File: src/rtl/pcs_pkg.sv
// Shared 64b/66b PCS definitions: sync headers, block types, receive FSM states.
// Used by both the lite encoder and decoder.
package pcs_pkg;

  localparam int DATA_W       = 64;
  localparam int KEEP_W       = DATA_W / 8;
  localparam int BLOCK_TYPE_W = 8;
  localparam int ERR_CNT_W    = 8;

  localparam logic [1:0] SYNC_DATA = 2'b01;
  localparam logic [1:0] SYNC_CTRL = 2'b10;

  localparam logic [BLOCK_TYPE_W-1:0] BLOCK_TYPE_IDLE  = 8'h1e;
  localparam logic [BLOCK_TYPE_W-1:0] BLOCK_TYPE_START = 8'h78;
  localparam logic [BLOCK_TYPE_W-1:0] BLOCK_TYPE_TERM0 = 8'h87;
  localparam logic [BLOCK_TYPE_W-1:0] BLOCK_TYPE_TERM1 = 8'h99;
  localparam logic [BLOCK_TYPE_W-1:0] BLOCK_TYPE_TERM2 = 8'haa;
  localparam logic [BLOCK_TYPE_W-1:0] BLOCK_TYPE_TERM3 = 8'hb4;
  localparam logic [BLOCK_TYPE_W-1:0] BLOCK_TYPE_TERM4 = 8'hcc;
  localparam logic [BLOCK_TYPE_W-1:0] BLOCK_TYPE_TERM5 = 8'hd2;
  localparam logic [BLOCK_TYPE_W-1:0] BLOCK_TYPE_TERM6 = 8'he1;
  localparam logic [BLOCK_TYPE_W-1:0] BLOCK_TYPE_TERM7 = 8'hff;

  localparam logic [6:0] CTRL_IDLE = 7'h00;

  typedef enum logic [1:0] {
    RX_INIT = 2'd0,
    RX_C    = 2'd1,
    RX_D    = 2'd2,
    RX_E    = 2'd3
  } rx_state_e;

  // TERM_k carries k data bytes in lanes 1..k.
  function automatic logic [KEEP_W-1:0] term_keep(input logic [2:0] k);
    logic [KEEP_W-1:0] mask;
    mask = (8'h01 << k) - 8'h01;
    return {mask[KEEP_W-2:0], 1'b0};
  endfunction

endpackage

File: src/rtl/pcs_dec_block_class.sv
// Combinational 64b/66b block classifier: sync header and block type to
// block kind, terminate lane index and invalid flag.
module pcs_dec_block_class
  import pcs_pkg::*;
(
  input  logic [1:0]  sync_head_i,
  input  logic [63:0] data_i,
  output logic        is_data,
  output logic        is_idle,
  output logic        is_start,
  output logic        is_term,
  output logic        invalid,
  output logic [2:0]  term_k
);

  logic [BLOCK_TYPE_W-1:0] btype;

  assign btype = data_i[BLOCK_TYPE_W-1:0];

  always_comb begin
    is_data  = 1'b0;
    is_idle  = 1'b0;
    is_start = 1'b0;
    is_term  = 1'b0;
    term_k   = 3'd0;
    if (sync_head_i == SYNC_DATA) begin
      is_data = 1'b1;
    end else if (sync_head_i == SYNC_CTRL) begin
      case (btype)
        BLOCK_TYPE_IDLE:  is_idle  = (data_i[63:8] == {8{CTRL_IDLE}});
        BLOCK_TYPE_START: is_start = 1'b1;
        BLOCK_TYPE_TERM0: begin is_term = 1'b1; term_k = 3'd0; end
        BLOCK_TYPE_TERM1: begin is_term = 1'b1; term_k = 3'd1; end
        BLOCK_TYPE_TERM2: begin is_term = 1'b1; term_k = 3'd2; end
        BLOCK_TYPE_TERM3: begin is_term = 1'b1; term_k = 3'd3; end
        BLOCK_TYPE_TERM4: begin is_term = 1'b1; term_k = 3'd4; end
        BLOCK_TYPE_TERM5: begin is_term = 1'b1; term_k = 3'd5; end
        BLOCK_TYPE_TERM6: begin is_term = 1'b1; term_k = 3'd6; end
        BLOCK_TYPE_TERM7: begin is_term = 1'b1; term_k = 3'd7; end
        default: ;
      endcase
    end
  end

  assign invalid = ~(is_data | is_idle | is_start | is_term);

endmodule

File: src/rtl/pcs_dec_lite.sv
// Receive-side 64b/66b PCS decoder with a clause-49-style frame FSM.
// Optional saturating error counter: define PCS_DEC_ERR_CNT_EN.
//
// state   | meaning
// RX_INIT | after reset, no block judged yet
// RX_C    | between frames, idles accepted
// RX_D    | inside a frame, data/terminate expected
// RX_E    | error seen, waiting for idle or start
module pcs_dec_lite
  import pcs_pkg::*;
#(
  parameter int DATA_W       = 64,
  parameter int KEEP_W       = DATA_W / 8,
  parameter int BLOCK_TYPE_W = 8,
  parameter int ERR_CNT_W    = 8
) (
  input  logic                 clk,
  input  logic                 nreset,
  input  logic                 valid_i,
  input  logic [1:0]           sync_head_i,
  input  logic [DATA_W-1:0]    data_i,
  output logic                 valid_o,
  output logic                 ctrl_v_o,
  output logic                 idle_v_o,
  output logic                 start_v_o,
  output logic                 term_v_o,
  output logic                 err_v_o,
  output logic [DATA_W-1:0]    data_o,
  output logic [KEEP_W-1:0]    keep_o,
  output logic [ERR_CNT_W-1:0] err_cnt_o
);

  rx_state_e state_q, state_d;

  logic       is_data, is_idle, is_start, is_term, invalid;
  logic [2:0] term_k;
  logic       blk_err;

  logic              ctrl_d, idle_d, start_d, term_d, err_d;
  logic [DATA_W-1:0] data_d;
  logic [KEEP_W-1:0] keep_d;

  pcs_dec_block_class u_class (
    .sync_head_i (sync_head_i),
    .data_i      (data_i),
    .is_data     (is_data),
    .is_idle     (is_idle),
    .is_start    (is_start),
    .is_term     (is_term),
    .invalid     (invalid),
    .term_k      (term_k)
  );

  always_comb begin
    state_d = state_q;
    blk_err = 1'b0;
    if (valid_i) begin
      case (state_q)
        RX_D: begin
          if (is_data) begin
            state_d = RX_D;
          end else if (is_term) begin
            state_d = RX_C;
          end else begin
            state_d = RX_E;
            blk_err = 1'b1;
          end
        end
        default: begin
          if (is_idle) begin
            state_d = RX_C;
          end else if (is_start) begin
            state_d = RX_D;
          end else begin
            state_d = RX_E;
            blk_err = 1'b1;
          end
        end
      endcase
    end
  end

  // Lane 0 of a control block is the type byte, never MAC data.
  always_comb begin
    ctrl_d  = valid_i & sync_head_i[1];
    idle_d  = 1'b0;
    start_d = 1'b0;
    term_d  = 1'b0;
    err_d   = 1'b0;
    data_d  = '0;
    keep_d  = '0;
    if (valid_i) begin
      if (blk_err || invalid) begin
        err_d = 1'b1;
      end else if (is_data) begin
        data_d = data_i;
        keep_d = '1;
      end else if (is_idle) begin
        idle_d = 1'b1;
      end else if (is_start) begin
        start_d = 1'b1;
        data_d  = {data_i[DATA_W-1:8], 8'h00};
        keep_d  = 8'hfe;
      end else begin
        term_d = 1'b1;
        data_d = {data_i[DATA_W-1:8], 8'h00};
        keep_d = term_keep(term_k);
      end
    end
  end

  always_ff @(posedge clk) begin
    if (!nreset) begin
      state_q   <= RX_INIT;
      valid_o   <= 1'b0;
      ctrl_v_o  <= 1'b0;
      idle_v_o  <= 1'b0;
      start_v_o <= 1'b0;
      term_v_o  <= 1'b0;
      err_v_o   <= 1'b0;
      data_o    <= '0;
      keep_o    <= '0;
    end else begin
      state_q   <= state_d;
      valid_o   <= valid_i;
      ctrl_v_o  <= ctrl_d;
      idle_v_o  <= idle_d;
      start_v_o <= start_d;
      term_v_o  <= term_d;
      err_v_o   <= err_d;
      data_o    <= data_d;
      keep_o    <= keep_d;
    end
  end

`ifdef PCS_DEC_ERR_CNT_EN
  logic [ERR_CNT_W-1:0] err_cnt_q;

  always_ff @(posedge clk) begin
    if (!nreset) begin
      err_cnt_q <= '0;
    end else if (err_d && (err_cnt_q != '1)) begin
      err_cnt_q <= err_cnt_q + 1'b1;
    end
  end

  assign err_cnt_o = err_cnt_q;
`else
  assign err_cnt_o = '0;
`endif

endmodule
File: config.mk
export PLATFORM = sky130hd
export DESIGN_NAME = pcs_dec_lite
export DESIGN_NICKNAME = d
export VERILOG_FILES = /design/src/rtl/pcs_pkg.sv /design/src/rtl/pcs_dec_block_class.sv /design/src/rtl/pcs_dec_lite.sv
export SDC_FILE = /design/constraint.sdc
export NUM_CORES = 1
export LEC_CHECK = 0
export ABC_CLOCK_PERIOD_IN_PS = 4300
export CAP_MARGIN = 5
export CORE_ASPECT_RATIO = 1.4
export CORE_MARGIN = 8
export CORE_UTILIZATION = 44
export CTS_CLUSTER_SIZE = 25
export DETAILED_ROUTE_END_ITERATION = 12
export PLACE_DENSITY = 0.82
export SLEW_MARGIN = 40
export SYNTH_ARGS = -nofsm -noshare
export SYNTH_HDL_FRONTEND = slang
export SYNTH_SLANG_ARGS = --single-unit
export TNS_END_PERCENT = 100
File: constraint.sdc
create_clock -name clk -period 4.3 [get_ports clk]
set_input_delay 0.645 -clock clk [delete_from_list [all_inputs] [get_ports clk]]
set_output_delay 0.645 -clock clk [all_outputs]
set_load 0.02 [all_outputs]
# Word level (Yosys, flattened, before mapping)
# Index checks and enable logic that the tools add are counted.
totals:
  register_bits: 80
  inputBits: 69
  output_inout_bits: 86
op_classes:
  addsub: 1
  n_eq_ne: 13
  shifts: 1
  n_mux: 32
  bitwise_logic: 7
  reduce_logical: 7
ops:
  columns: ["op", "n"]
  rows:
  - ["$mux 64", 2]
  - ["$eq 8x8->1 const B", 8]
  - ["$logic_not 56->1", 1]
  - ["$mux 8", 3]
  - ["$pmux 3 s7", 1]
  - ["$mux 1", 20]
  - ["$eq 8x5->1 const B", 1]
  - ["$eq 8x7->1 const B", 1]
  - ["$mux 2", 4]
  - ["$reduce_or 8->1", 1]
  - ["$shl 1x3->7 const A", 1]
  - ["$sub 7x1->7 const B", 1]
  - ["$mux 3", 2]
  - ["$reduce_or 5->1", 1]
  - ["$eq 2x2->1 const B", 2]
  - ["$reduce_or 4->1", 1]
  - ["$not 1->1", 3]
  - ["$or 1x1->1", 3]
  - ["$reduce_or 3->1", 1]
  - ["$eq 2x1->1 const B", 1]
  - ["$reduce_and 2->1", 1]
  - ["$and 1x1->1", 1]
  - ["$logic_or 1x1->1", 1]

# Longest topological paths before layout
logic_depth:
  word_depth: 11
  depth_mapped: 12
  mapped_depth_nobuf: 10

# By module
# Synthesis repeated with hierarchy kept, for this count alone.
hier_totals:
  cells_unflattened: 278
  area_unflattened_um2: 2995.4
by_module_without_submodules:
  columns: ["module", "instances", "cells_per_inst", "area_each_um2", "seq_area_each_um2"]
  rows:
  - ["pcs_dec_lite", 1, 215, 2588.7, 1601.5]
  - ["pcs_dec_block_class", 1, 63, 406.6, 0.0]

# Worst setup path before layout
# Ideal clock, no wire load.
synth_path:
  path_type: "input -> register"
  from: "input data_i[3]"
  to: "register keep_o[5]"
  setup_ps: 133
  arrival_time_ps: 2629
  t_required_ps: 4167
  slack_ps: 1539
  stages: 12
  path_cell_list: "buf_2 nor4bb_1 and4b_1 nor4_1 nand2_1 ha_1 clkbuf_1 and2_1 a211o_1 a31oi_1 o21a_1 o31ai_2"
synth_between:
  elab_chain_len: 11
  elab_cells_between_ends: 40
  classes_between: "add/sub: 1; eq/ne: 10; shift: 1; mux: 21; bitwise: 4; reduce/logical: 3"
synth_rtl:
  columns: ["item", "line_no", "source"]
  rows:
  - ["start, declared", "pcs_dec_lite.sv:21", "input logic [DATA_W-1:0] data_i,"]
  - ["branches (longest 11 deep; another with $sub 7x1->7)", null, null]
  - ["end signal, assigned", "pcs_dec_lite.sv:132", "keep_o <= keep_d;"]
  - ["end, declared", "pcs_dec_lite.sv:29", "output logic [KEEP_W-1:0] keep_o,"]
# Several ways; the timed one is not identified.
# A chain may end at the register's enable or synchronous reset.

# Worst setup path in the final report
layout_path:
  from: "input data_i[1]"
  to: "register keep_o[7]"
# Same word-level chain as after synthesis.

==> metrics <==
run status finished clean; Critical-path top delay cell clkdlybuf4s50_1; top_reg_cell synth dfxtp_1; Tightest Hold Check Type reg2reg; highest routed layer met4; # port buffers 146; area share of the largest cell type after synthesis 0.480; synthesized area 3340 sq um; CTS tree yes; root buf cell clkbuf_8; hold depth 2; Routed Antenna Nets 0; CTS sink count 80; Register-to-Register Path Depth 6; Clock Tree Buf Depth 2; Setup TNS Final 0 ps; Placer Congestion 0.828; Post-Route M1 WL 3390 um; RSZ-0062 raised after global routing no; cts repair resizes 0; met2 WL 4940 um; post-DR wirelength/cell 16.5 um; DR pass1 iterations 4; WL met3 1010 um; Post-synth EDFFs 0; CP Capture Type flop; Num CTS Buffers 9; highest clock rate 0.321 GHz; Die Wd 89.6 um; vias in the first global route 2,901; Crit path largest cell delay approximately 570 ps; worst-path maximum fanout 11; Top delay family on crit path compound AO/OA/AOI/OAI gates; worst hold start state_q[0]$_SDFFE_PN0P_; crit share post-route 0.725; largest net degree at the start of global routing 48; slew margin rel. 0.564; CP Buf/Inv Count 1; htree depth 3; GRT Total Usage 0.178; Startpoint Class primary input; Rows 37; Clock Latency Late Sink around 340 ps; I/O pin cnt 155; Setup Fix Bufs, Post-CTS 0; routed wire length 9560 um; maximum capacitance violations 0; initial drt markers 82; Setup-failing EPs final 0; R2R Path Start state_q[0]$_SDFFE_PN0P_; WP data required approximately 4500 ps; Chip Height 119 um; global route overflow 0; Worst-Margin Slew 654 ps; worst path cell trace clkdlybuf4s50_1 -> nand4bb_1 -> a2111oi_4 -> nor2_2 -> a21oi_4 -> ha_1 -> nor2_1 -> o211ai_1 -> o21ai_0 -> a21oi_1 -> o31ai_2; Max VDD drop 0.140 mV; P&R area growth vs syn 50.1%; kind of critical path in2reg; Ant. Diodes 0; reg2reg setup slack ~2500 ps; clk_skew 8.62 ps; Via-to-Cell Ratio 4.86; Power per Cell Area 316 nW/um^2; DP HPWL 7570 um; post-synth top area cell dfxtp_1; Lkg Pwr 1.94 nW; area of the core between 7000 and 8000 sq um; crit path DAT 3320 ps; hold buffers post-CTS 0; Synth Register Bits 80; top cells by area, synth dfxtp_1, nor3_2, inv_1, nor3_1, nor4_1; Final #Nets 549; initial antenna violation count 0; mean post-synth cell area 9.84 sq um; Worst-path clk slew 70 ps; detailed-route via count 2,823; Post-Syn Instances 339; Post-synth ARST share 0; fin crit period 3120 ps; global-route wire length before repair approximately 15,000 um; FF-to-FF End keep_o[7]$_SDFF_PP0_; synth unique cells between 40 and 50; hold path endpoint state_q[0]$_SDFFE_PN0P_; final core occ 0.681; Yosys warning total 0; post-synthesis sequential area ratio 0.480; Initial Utilization 0.453; layout cell share with drive strength beyond 1 0.157; die area around 11,000 sq um; drt drc 0; final hold viol count 0; Final Max Slew Viols 0
## logic make-up after synthesis
logic type	share of synthesized area
AND/OR/NAND/NOR	0.312
buffers and inverters	0.123
flip-flops	0.480
AO/OA/AOI/OAI	0.0769
multiplexers	0.00300
adder cells (fa/ha/maj)	0.00375
other	0.00112
## tightest hold or removal path: stages, from the launching register on
cell     delay [ps]
dfxtp_1         330
a22oi_1          70
nor2b_1         120
## power by group
group          switching (W)  internal [W]
sequential        0.00000448      0.000756
clock               0.000258      0.000328
combinational       0.000130      0.000108
## metrics by stage
stage / cells / hold slack [ps] / setup WS (ps) / area [sq um] / power (W)
2_1_floorplan: 346 / 479 / 1540 / 3360 / 0.000906
3_3_place_gp: 565 / 499 / 881 / 4800 / 0.00101
3_5_place_dp: 565 / 535 / 797 / 4800 / 0.00102
4_1_cts: 581 / 556 / 1150 / 5010 / 0.00159
5_1_grt: 581 / 585 / 972 / 5010 / 0.00166
6_report: 581 / 555 / 1180 / 5010 / 0.00158
## Yosys cell counts, drive strengths merged, types with 3 or more instances
| cell | count |
|---|---|
| inv | 58 |
| nand2b | 5 |
| and2 | 12 |
| buf | 25 |
| nand3 | 4 |
| clkbuf | 3 |
| nor3 | 62 |
| o21ai | 3 |
| o31ai | 6 |
| nor4 | 17 |
| nor4bb | 4 |
| a21oi | 7 |
| dfxtp | 80 |
| nand2 | 6 |
| nor2 | 6 |
| nand4 | 7 |
| and4bb | 3 |
| nor2b | 5 |
## per-layer routing
metal | vias to the layer above | track usage
li1 | 1407 | -
met1 | 1282 | 0.179
met4 | 0 | 0.0637
met3 | 14 | 0.0619
met5 | - | 0
met2 | 120 | 0.322
## cell usage in the layout (no fill, tap or decap), types with 2 or more instances in the layout
cell / Yosys / final
bufinv_16: 0 / 2
and3_1: 2 / 2
clkbuf_1: 3 / 2
nand2_1: 6 / 6
and2_1: 12 / 12
nor2b_1: 5 / 5
nor4_1: 16 / 16
nor3_1: 22 / 22
a31oi_1: 2 / 2
buf_4: 8 / 4
nand4bb_1: 2 / 2
a211o_1: 2 / 2
clkdlybuf4s50_1: 0 / 146
nor2_1: 4 / 4
and4b_1: 2 / 2
o21ai_0: 2 / 2
nor4bb_1: 4 / 4
o31ai_2: 6 / 6
nand4_1: 7 / 7
clkbuf_8: 0 / 9
nor2_2: 2 / 2
conb_1: 1 / 8
and4bb_2: 2 / 2
dfxtp_1: 80 / 80
nand3_1: 4 / 4
o21a_1: 2 / 2
a21oi_1: 6 / 6
inv_1: 57 / 57
nor3_2: 40 / 40
a21o_1: 2 / 2
or4_1: 2 / 2
nand2b_1: 5 / 4
## state kept, by name (all words and copies together), names as in the netlist
register and count:
ctrl_v_o 1, data_o 64, err_v_o 1, idle_v_o 1
keep_o 8, start_v_o 1, state_q 2, term_v_o 1
valid_o 1
## worst max path at each step
| stage | from | endpoint | slack, ps | cells past startpoint |
|---|---|---|---|---|
| floorplan | data_i[3] | keep_o[5]$_SDFF_PP0_ | 1540 | 12 |
| global placement | data_i[51] | data_o[21]$_SDFF_PP0_ | 880 | 8 |
| detailed placement | data_i[51] | data_o[21]$_SDFF_PP0_ | 800 | 8 |
| CTS | data_i[51] | data_o[21]$_SDFF_PP0_ | 1150 | 8 |
| global route | data_i[6] | keep_o[7]$_SDFF_PP0_ | 970 | 11 |
| finish | data_i[1] | keep_o[7]$_SDFF_PP0_ | 1180 | 11 |
## layout make-up
class / count / area, sq um
clock inverter: 5 / 81.3
multi-input combinational: 180 / 1370
fill: 533 / 2350
clock buffer: 11 / 131
timing repair buffer: 150 / 1490
tap: 97 / 121
sequential: 80 / 1600
inverter: 58 / 218
No activity file was read; power rests on OpenSTA's default activity.
